## src/rtl/branch_resolve_ctrl.sv

```systemverilog
// Branch resolution sequencer: accepts a decoded branch, waits for forwarded operands,
// evaluates the condition, pulses a PC redirect and holds flush; keeps saturating stats.
module branch_resolve_ctrl #(
  parameter int unsigned DATA_W       = 32,
  parameter int unsigned FLUSH_CYCLES = 2,
  parameter int unsigned CNT_W        = 16
) (
  input  logic              clk,
  input  logic              rst_n,
  input  logic              br_valid,
  output logic              br_ready,
  input  logic [5:0]        br_op,
  input  logic [DATA_W-1:0] br_pc,
  input  logic [DATA_W-1:0] br_offset,
  input  logic              ops_ready,
  input  logic [DATA_W-1:0] rs_data,
  input  logic [DATA_W-1:0] rt_data,
  input  logic              kill,
  input  logic              stats_clr,
  output logic              stall,
  output logic              redirect_valid,
  output logic [DATA_W-1:0] redirect_pc,
  output logic              flush,
  output logic [CNT_W-1:0]  br_count,
  output logic [CNT_W-1:0]  taken_count
);

  localparam logic [1:0] S_IDLE     = 2'd0;
  localparam logic [1:0] S_WAIT_OPS = 2'd1;
  localparam logic [1:0] S_REDIRECT = 2'd2;
  localparam logic [1:0] S_FLUSH    = 2'd3;

  localparam logic [5:0] OP_BEQ  = 6'b010110;
  localparam logic [5:0] OP_BNE  = 6'b010111;
  localparam logic [5:0] OP_BLEZ = 6'b011000;
  localparam logic [5:0] OP_BGTZ = 6'b011001;
  localparam logic [5:0] OP_BGEZ = 6'b011010;

  localparam int unsigned FC_W    = (FLUSH_CYCLES > 2) ? $clog2(FLUSH_CYCLES) : 1;
  localparam int unsigned FC_LOAD = (FLUSH_CYCLES >= 2) ? (FLUSH_CYCLES - 2) : 0;

  logic [1:0]        state_q, state_d;
  logic [5:0]        op_q, op_d;
  logic [DATA_W-1:0] pc_q, pc_d;
  logic [DATA_W-1:0] off_q, off_d;
  logic [DATA_W-1:0] rpc_q, rpc_d;
  logic [FC_W-1:0]   fcnt_q, fcnt_d;
  logic [CNT_W-1:0]  brc_q, brc_d;
  logic [CNT_W-1:0]  tkc_q, tkc_d;

  logic              taken;
  logic              br_inc;
  logic              tk_inc;
  logic [DATA_W-1:0] target;

  always_comb begin
    taken = 1'b0;
    case (op_q)
      OP_BEQ:  taken = (rs_data == rt_data);
      OP_BNE:  taken = (rs_data != rt_data);
      OP_BLEZ: taken = ($signed(rs_data) <= 0);
      OP_BGTZ: taken = ($signed(rs_data) > 0);
      OP_BGEZ: taken = ($signed(rs_data) >= 0);
      default: taken = 1'b0;
    endcase
  end

  assign target = pc_q + DATA_W'(4) + (off_q << 2);

  always_comb begin
    state_d = state_q;
    op_d    = op_q;
    pc_d    = pc_q;
    off_d   = off_q;
    rpc_d   = rpc_q;
    fcnt_d  = fcnt_q;
    br_inc  = 1'b0;
    tk_inc  = 1'b0;
    case (state_q)
      S_IDLE: begin
        if (br_valid) begin
          op_d    = br_op;
          pc_d    = br_pc;
          off_d   = br_offset;
          state_d = S_WAIT_OPS;
        end
      end
      S_WAIT_OPS: begin
        if (kill) begin
          state_d = S_IDLE;
        end else if (ops_ready) begin
          br_inc = 1'b1;
          if (taken) begin
            tk_inc  = 1'b1;
            rpc_d   = target;
            state_d = S_REDIRECT;
          end else begin
            state_d = S_IDLE;
          end
        end
      end
      S_REDIRECT: begin
        if (FLUSH_CYCLES <= 1) begin
          state_d = S_IDLE;
        end else begin
          fcnt_d  = FC_W'(FC_LOAD);
          state_d = S_FLUSH;
        end
      end
      default: begin
        if (fcnt_q == '0) state_d = S_IDLE;
        else              fcnt_d  = fcnt_q - FC_W'(1);
      end
    endcase
  end

  // Clear takes precedence over a same-cycle increment; counters stick at all-ones.
  always_comb begin
    brc_d = brc_q;
    tkc_d = tkc_q;
    if (stats_clr) begin
      brc_d = '0;
      tkc_d = '0;
    end else begin
      if (br_inc && (brc_q != '1)) brc_d = brc_q + CNT_W'(1);
      if (tk_inc && (tkc_q != '1)) tkc_d = tkc_q + CNT_W'(1);
    end
  end

  always_ff @(posedge clk or negedge rst_n) begin
    if (!rst_n) begin
      state_q <= S_IDLE;
      op_q    <= '0;
      pc_q    <= '0;
      off_q   <= '0;
      rpc_q   <= '0;
      fcnt_q  <= '0;
      brc_q   <= '0;
      tkc_q   <= '0;
    end else begin
      state_q <= state_d;
      op_q    <= op_d;
      pc_q    <= pc_d;
      off_q   <= off_d;
      rpc_q   <= rpc_d;
      fcnt_q  <= fcnt_d;
      brc_q   <= brc_d;
      tkc_q   <= tkc_d;
    end
  end

  assign br_ready       = (state_q == S_IDLE);
  assign stall          = (state_q == S_WAIT_OPS);
  assign redirect_valid = (state_q == S_REDIRECT);
  assign flush          = (state_q == S_REDIRECT) || (state_q == S_FLUSH);
  assign redirect_pc    = rpc_q;
  assign br_count       = brc_q;
  assign taken_count    = tkc_q;

endmodule

```

## config.mk

```make
export PLATFORM = sky130hd
export DESIGN_NAME = branch_resolve_ctrl
export DESIGN_NICKNAME = d
export VERILOG_FILES = /design/src/rtl/branch_resolve_ctrl.sv
export SDC_FILE = /design/constraint.sdc
export NUM_CORES = 1
export LEC_CHECK = 0
export ABC_AREA = 1
export CORE_ASPECT_RATIO = 1.2
export CORE_UTILIZATION = 24
export DETAILED_ROUTE_END_ITERATION = 16
export GPL_TIMING_DRIVEN = 0
export PLACE_DENSITY = 0.55
export SYNTH_ARGS = -nofsm -noshare
export SYNTH_HDL_FRONTEND = slang
export SYNTH_SLANG_ARGS = --single-unit
export TNS_END_PERCENT = 10
```

## constraint.sdc

```tcl
create_clock -name clk -period 4.2 [get_ports clk]
set_input_delay 0.42 -clock clk [delete_from_list [all_inputs] [get_ports clk]]
set_output_delay 0.42 -clock clk [all_outputs]
set_load 0.02 [all_outputs]
```

==> results of run 1 <==
## area by class of cell
type	count	area [um2]	share of cell area
well taps	462	578	0.0490
repair buffers	207	2090	0.177
clock buffers	17	425	0.0361
plain buffers	22	145	0.0123
multi-input cells	766	4650	0.394
flip-flops and latches	134	3350	0.284
clock inverters	15	219	0.0186
inverters	87	332	0.0281
## worst register-to-register path, cell delays in order, from the launching register on
cell     delay, ns
dfrtp_1       0.40
ha_1          0.28
ha_1          0.13
inv_1         0.07
fa_1          0.42
o21ai_2       0.31
inv_1         0.11
o21ai_2       0.25
nand2_1       0.08
nand2_1       0.17
nand3_1       0.14
nand3_1       0.11
nand2_1       0.05
nand3_1       0.07
nand2_1       0.06
## per-stage QoR
| step | setup WS (ns) | setup TNS, ns | hold WS [ns] | area (um2) | std cells |
|---|---|---|---|---|---|
| after global placement | -3.11 | -413.17 | 0.472 | 11100 | 1676 |
| after floorplan | 1.93 | 0 | 0.124 | 8480 | 1009 |
| after global routing | 1.22 | 0 | 0.502 | 11800 | 1710 |
| final | 1.43 | 0 | 0.487 | 11800 | 1710 |
| after CTS | 1.46 | 0 | 0.489 | 11800 | 1710 |
| after detailed placement | 1.47 | 0 | 0.460 | 11100 | 1677 |
## how the worst max path moves through the flow
stage	end	slack (ns)	depth (start not counted)
2_1_floorplan	redirect_pc[29]	1.93	14
3_3_place_gp	br_count[9]	-3.11	1
3_5_place_dp	redirect_pc[29]	1.47	14
4_1_cts	redirect_pc[29]	1.46	14
5_1_grt	redirect_pc[29]	1.22	14
6_report	redirect_pc[29]	1.43	14
## cells in the mapped netlist, types with 3 or more instances
master | number | area (um2)
nand2_1 | 242 | 908
nand3_2 | 3 | 30.0
nor2_4 | 4 | 45.0
nand4_1 | 8 | 50.1
clkbuf_1 | 5 | 18.8
a21oi_1 | 59 | 295
ha_1 | 59 | 738
nor2_1 | 116 | 435
dfrtp_1 | 134 | 3350
mux2_2 | 60 | 676
nand2_2 | 4 | 25.0
buf_2 | 8 | 40.0
xnor2_1 | 38 | 333
xor2_1 | 22 | 193
nand3_1 | 48 | 240
o21ai_1 | 19 | 95.1
o21ai_2 | 13 | 114
nor4_1 | 4 | 25.0
buf_6 | 7 | 78.8
inv_1 | 82 | 308
o21ai_0 | 25 | 125
o21bai_1 | 3 | 22.5
nand2_4 | 3 | 33.8
nor3_1 | 16 | 80.1
a21o_1 | 3 | 22.5
a31oi_1 | 4 | 25.0
inv_2 | 3 | 11.3
## what timing repair did
| action | CTS | global route |
|---|---|---|
| endpoints found under the hold margin | 15 | 0 |
| hold buffers | 1 | 0 |
| buffers inserted | 0 | 0 |
## sequential cells by signal, summed over array words and instances, names as in the netlist
name,cells
redirect_pc,32
br_count,16
op_q,6
state_q,2
pc_q,32
off_q,30
taken_count,16
## power breakdown
group / internal, mW / leakage [nW] / switching (mW)
clock network: 1.01 / 0.308 / 0.649
logic: 2.12 / 3.22 / 2.95
registers: 1.78 / 1.68 / 0.326
total: 4.91 / 5.22 / 3.93
## logic make-up (layout without fill, tap and decap cells)
group / Yosys count / count (layout) / share of synthesized area
AOI/OAI and AO/OA: 130 / 130 / 0.0861
xor gates and xnor gates: 60 / 60 / 0.0620
adders and majority gates: 60 / 60 / 0.0894
buffers and inverters: 109 / 348 / 0.0562
DFF: 134 / 134 / 0.395
muxes: 60 / 60 / 0.0797
and+or+nand+nor: 456 / 456 / 0.231
## layer usage
layer  track usage  vias to the layer above  wire [um]  share of wire
met2         0.254                      190      12400           0.49
met1         0.180                     3462      11400           0.45
met3        0.0247                       34       1060          0.042
met4        0.0554                        0        603          0.024
li1              -                     3768          -              -
met5             0                        -          0              0
==> flow_summary.json, run 1 <==
{
  "status": "completed",
  "peakVddDrop_v": 0.000293,
  "clock-root-buffer": "clkbuf_16",
  "overflow": 0,
  "rr_worst_depth": 14,
  "finClkSkew_ns": 0.0146,
  "p_per_area_nw_per_um2": 749,
  "die_w_um": 174,
  "rows": 75,
  "dr_total_vias": 7454,
  "start_util": 0.243,
  "track_usage": 0.146,
  "syn_nets": 1209,
  "numCtsBuffers": 17,
  "io_pins": 208,
  "die_h_um": 208,
  "htreeDepth": 4,
  "syn_avg_cell_area_um2": 8.41,
  "rrSetupSlack_ns": 1.43,
  "syn_area_um2": 8480,
  "insertion_delay_ns": 0.44,
  "ys_ff_latch": 134,
  "wirelength_mm": 25.4,
  "worst_slew_pin_slew_ns": 0.627,
  "drtIter0Drc": 326,
  "worst_setup_path_start_kind": "register",
  "synthDistinctLibCells": 41,
  "worst-path-buf-inv": 2,
  "r2r_end": "redirect_pc[29]",
  "fill_cells": 3675,
  "io_buffer_count": 205,
  "maxSlewHeadroom": 0.582,
  "endpoint_kind": "register",
  "max_stage_delay_ns": 0.42,
  "clockBufferDepth": 2,
  "ys_seq_area_frac": 0.395,
  "path_cells": "ha_1 > ha_1 > inv_1 > fa_1 > o21ai_2 > inv_1 > o21ai_2 > nand2_1 > nand2_1 > nand3_1 > nand3_1 > nand2_1 > nand3_1 > nand2_1",
  "cp_max_fo": 4,
  "synthFlopType": "dfrtp_1",
  "finish.utilization": 0.338,
  "grt_antenna_before_repair": 0,
  "syn_inst": 1009,
  "slowest_stage": "fa_1",
  "drv_slew": 0,
  "drtPass1Iterations": 5,
  "power_mw": 8.84,
  "critPathArrivalTime_ns": 3.09,
  "fp.dieArea_um2": 36100,
  "min_from": "redirect_pc[31]",
  "wl_per_cell_um": 14.9,
  "drive_above_1_share": 0.117,
  "grt_start_max_net_pins": 72,
  "path_clk_slew_ns": 0.07,
  "syn2layout_area_growth_pct": 39.1,
  "critical-path-top-delay-family": "adder cells",
  "critPathRequiredTime_ns": 4.52,
  "drc": 0,
  "r2r-start": "pc_q[3]",
  "final_common_cell": "nand2_1",
  "whs_path_depth": 2,
  "final.min_clock_period_ns": 2.77,
  "core_um2": 34900,
  "rsz0062_at_grt": "false",
  "mostFrequentLayoutCells": "nand2_1, clkdlybuf4s50_1, dfrtp_1, nor2_1, inv_1",
  "synth_edf_count": 0,
  "cts_tree": "built",
  "post-dp-hpwl_mm": 20.2,
  "hold_viol": 0,
  "n_antenna_cell": 0,
  "grt_pass1_wl_mm": 41.5,
  "min_to": "redirect_pc[31]",
  "setup_viol": 0,
  "p_leak_nw": 5.22,
  "async_reset_ff_frac": 1.00,
  "antenna_left": 0,
  "post-route-period-util": 0.660,
  "cp_common_cell": "nand2_1",
  "path_class": "register to register",
  "numClockSinks": 134,
  "place.gp.congestion": 0.888,
  "ctsResizeCount": 0,
  "cap_violations": 0,
  "fmax_ghz": 0.361,
  "grt_pass1_vias": 7766,
  "hold_path.class": "register to register",
  "timing.critical_path.from": "pc_q[3]",
  "vias_per_cell": 4.36,
  "nets": 1435,
  "ys_warn_count": 0
}
No activity file was read; power rests on OpenSTA's default activity.
==> inputs of run 2 (changes only) <==
- PLACE_DENSITY: 0.55 -> 0.56
- clock period: 4.2 -> 2.5 ns (I/O delays scaled with it)
==> run 2 against run 1 <==
Critical path type unchanged. Via count up 2.0%. Clock-buffer cell count unchanged. Combinational power is 86% higher. Routed wire length down 0.18%. Critical endpoint is now redirect_pc[25]. Final cell count increased by 0.41%. Fmax grew 16%. Largest cell class unchanged. Clock skew up 0.0012 ns.
==> flow_summary.json, run 2 (synthesized netlist as in run 1, its figures left out) <==
{
  "io_pins": 208,
  "multi_input_area_um2": 4830,
  "clock-root-buffer": "clkbuf_16",
  "path_clk_slew_ns": 0.06,
  "clockBufferDepth": 2,
  "p_per_area_nw_per_um2": 1310,
  "grt_antenna_before_repair": 0,
  "worst_setup_path_start_kind": "register",
  "nets": 1442,
  "grt_start_max_net_pins": 75,
  "critical-path-top-delay-family": "adder cells",
  "finClkSkew_ns": 0.0158,
  "rrSetupSlack_ns": 0.11,
  "drc": 0,
  "slowest_stage": "dfrtp_1",
  "setup_viol": 0,
  "endpoint_kind": "register",
  "wl_per_cell_um": 14.8,
  "worst-path-buf-inv": 3,
  "antenna_left": 0,
  "fill_cells": 3657,
  "drv_slew": 0,
  "tns_ns": 0,
  "placed_area_um2": 11100,
  "worst_slew_pin_slew_ns": 0.613,
  "grt_pass1_wl_mm": 40.7,
  "vias_per_cell": 4.43,
  "cp_max_fo": 3,
  "final_common_cell": "nand2_1",
  "place.gp.congestion": 0.909,
  "die_w_um": 174,
  "cts_tree": "built",
  "numCtsBuffers": 17,
  "grt_pass1_vias": 7690,
  "path_class": "register to register",
  "drtPass1Iterations": 5,
  "cap_violations": 0,
  "fp.dieArea_um2": 36100,
  "start_util": 0.243,
  "insertion_delay_ns": 0.44,
  "rows": 75,
  "track_usage": 0.144,
  "maxSlewHeadroom": 0.591,
  "wirelength_mm": 25.4,
  "design_area_um2": 12000,
  "htreeDepth": 4,
  "hold_viol": 0,
  "status": "completed",
  "drive_above_1_share": 0.150,
  "p_leak_nw": 5.28,
  "rsz0062_at_grt": "true",
  "critPathRequiredTime_ns": 2.82,
  "syn2layout_area_growth_pct": 41.8,
  "max_stage_delay_ns": 0.39,
  "post-dp-hpwl_mm": 20.1,
  "peakVddDrop_v": 0.000552,
  "holdWs_ns": 0.368,
  "die_h_um": 208,
  "overflow": 0,
  "dr_total_vias": 7606,
  "fmax_ghz": 0.418,
  "numClockSinks": 134,
  "hold_path.class": "primary input to asynchronous set/reset pin",
  "path_cells": "ha_1 > ha_1 > inv_2 > fa_2 > o21ai_4 > inv_2 > o21ai_4 > buf_4 > nand4_1 > nand3_1 > xnor2_2 > o21ai_2",
  "post-route-period-util": 0.957,
  "mostFrequentLayoutCells": "nand2_1, clkdlybuf4s50_1, dfrtp_1, nor2_1, inv_1",
  "io_buffer_count": 205,
  "critPathArrivalTime_ns": 2.71,
  "final.min_clock_period_ns": 2.39,
  "seq_area_um2": 3350,
  "core_um2": 34900,
  "n_antenna_cell": 0,
  "drtIter0Drc": 367
}
[run 2: changes by cell type in the layout (fill, tap and decap cells not counted), moves of 3 or more]
cell      delta
a21oi_1     -12
a21oi_2     +11
buf_4        +7
clkinv_2     +3
ha_1         -9
ha_2         +8
nand2_1      -3
nand3_1      -3
nand3_2      +3
o21ai_2      -3
o21ai_4      +3
[run 2: layer usage]
metal,part of all wire,vias up,track usage
li1,-,3788,-
met1,0.44,3601,0.173
met2,0.50,192,0.257
met3,0.043,25,0.0250
met4,0.017,0,0.0481
met5,0,-,0
[run 2: repair_timing]
item	in CTS	in global routing
endpoints found under the hold margin	60	0
endpoints found under the setup margin	7	8
hold buffers	1	0
gates resized for setup	11	32
setup buffers	1	6
pin swaps	2	9
[run 2: cell type report]
class / count / share of cell area
clock buffer: 17 / 0.0354
timing repair buffer: 214 / 0.178
tap: 462 / 0.0480
clock inverter: 15 / 0.0187
sequential: 134 / 0.279
buffer: 22 / 0.0121
inverter: 87 / 0.0276
multi-input combinational: 766 / 0.401
[run 2: per-stage QoR]
stage	std cells	setup WS, ns	util	total power, mW
after floorplan	1009	0.225	-	9.45
after global placement	1676	-4.64	0.318	12.1
after detailed placement	1677	-0.197	0.319	12.1
after CTS	1711	0.0130	0.340	15.3
after global routing	1717	-0.0204	0.345	17.2
final	1717	0.108	0.345	15.8
[run 2: power breakdown]
| part | total [mW] | switching, mW | internal [mW] |
|---|---|---|---|
| Sequential | 3.54 | 0.553 | 2.99 |
| Combinational | 9.45 | 5.37 | 4.09 |
| Clock | 2.82 | 1.04 | 1.78 |
| Total | 15.8 | 6.96 | 8.85 |
[run 2: final timing paths]
check	end	cells after the start	start
setup / recovery	redirect_pc[25]	12	pc_q[3]
hold / removal	pc_q[16]	2	rst_n
setup reg to reg	redirect_pc[25]	12	pc_q[3]
hold reg to reg	redirect_pc[1]	2	redirect_pc[1]
max in group asynchronous	br_count[11]	3	rst_n
min in group clk	op_q[1]	3	br_op[1]
==> inputs of run 3 (changes only) <==
- GPL_ROUTABILITY_DRIVEN: default -> 1
==> results of run 3 <==
Same layout as run 2: the final DEF is identical, and so are final timing and power.
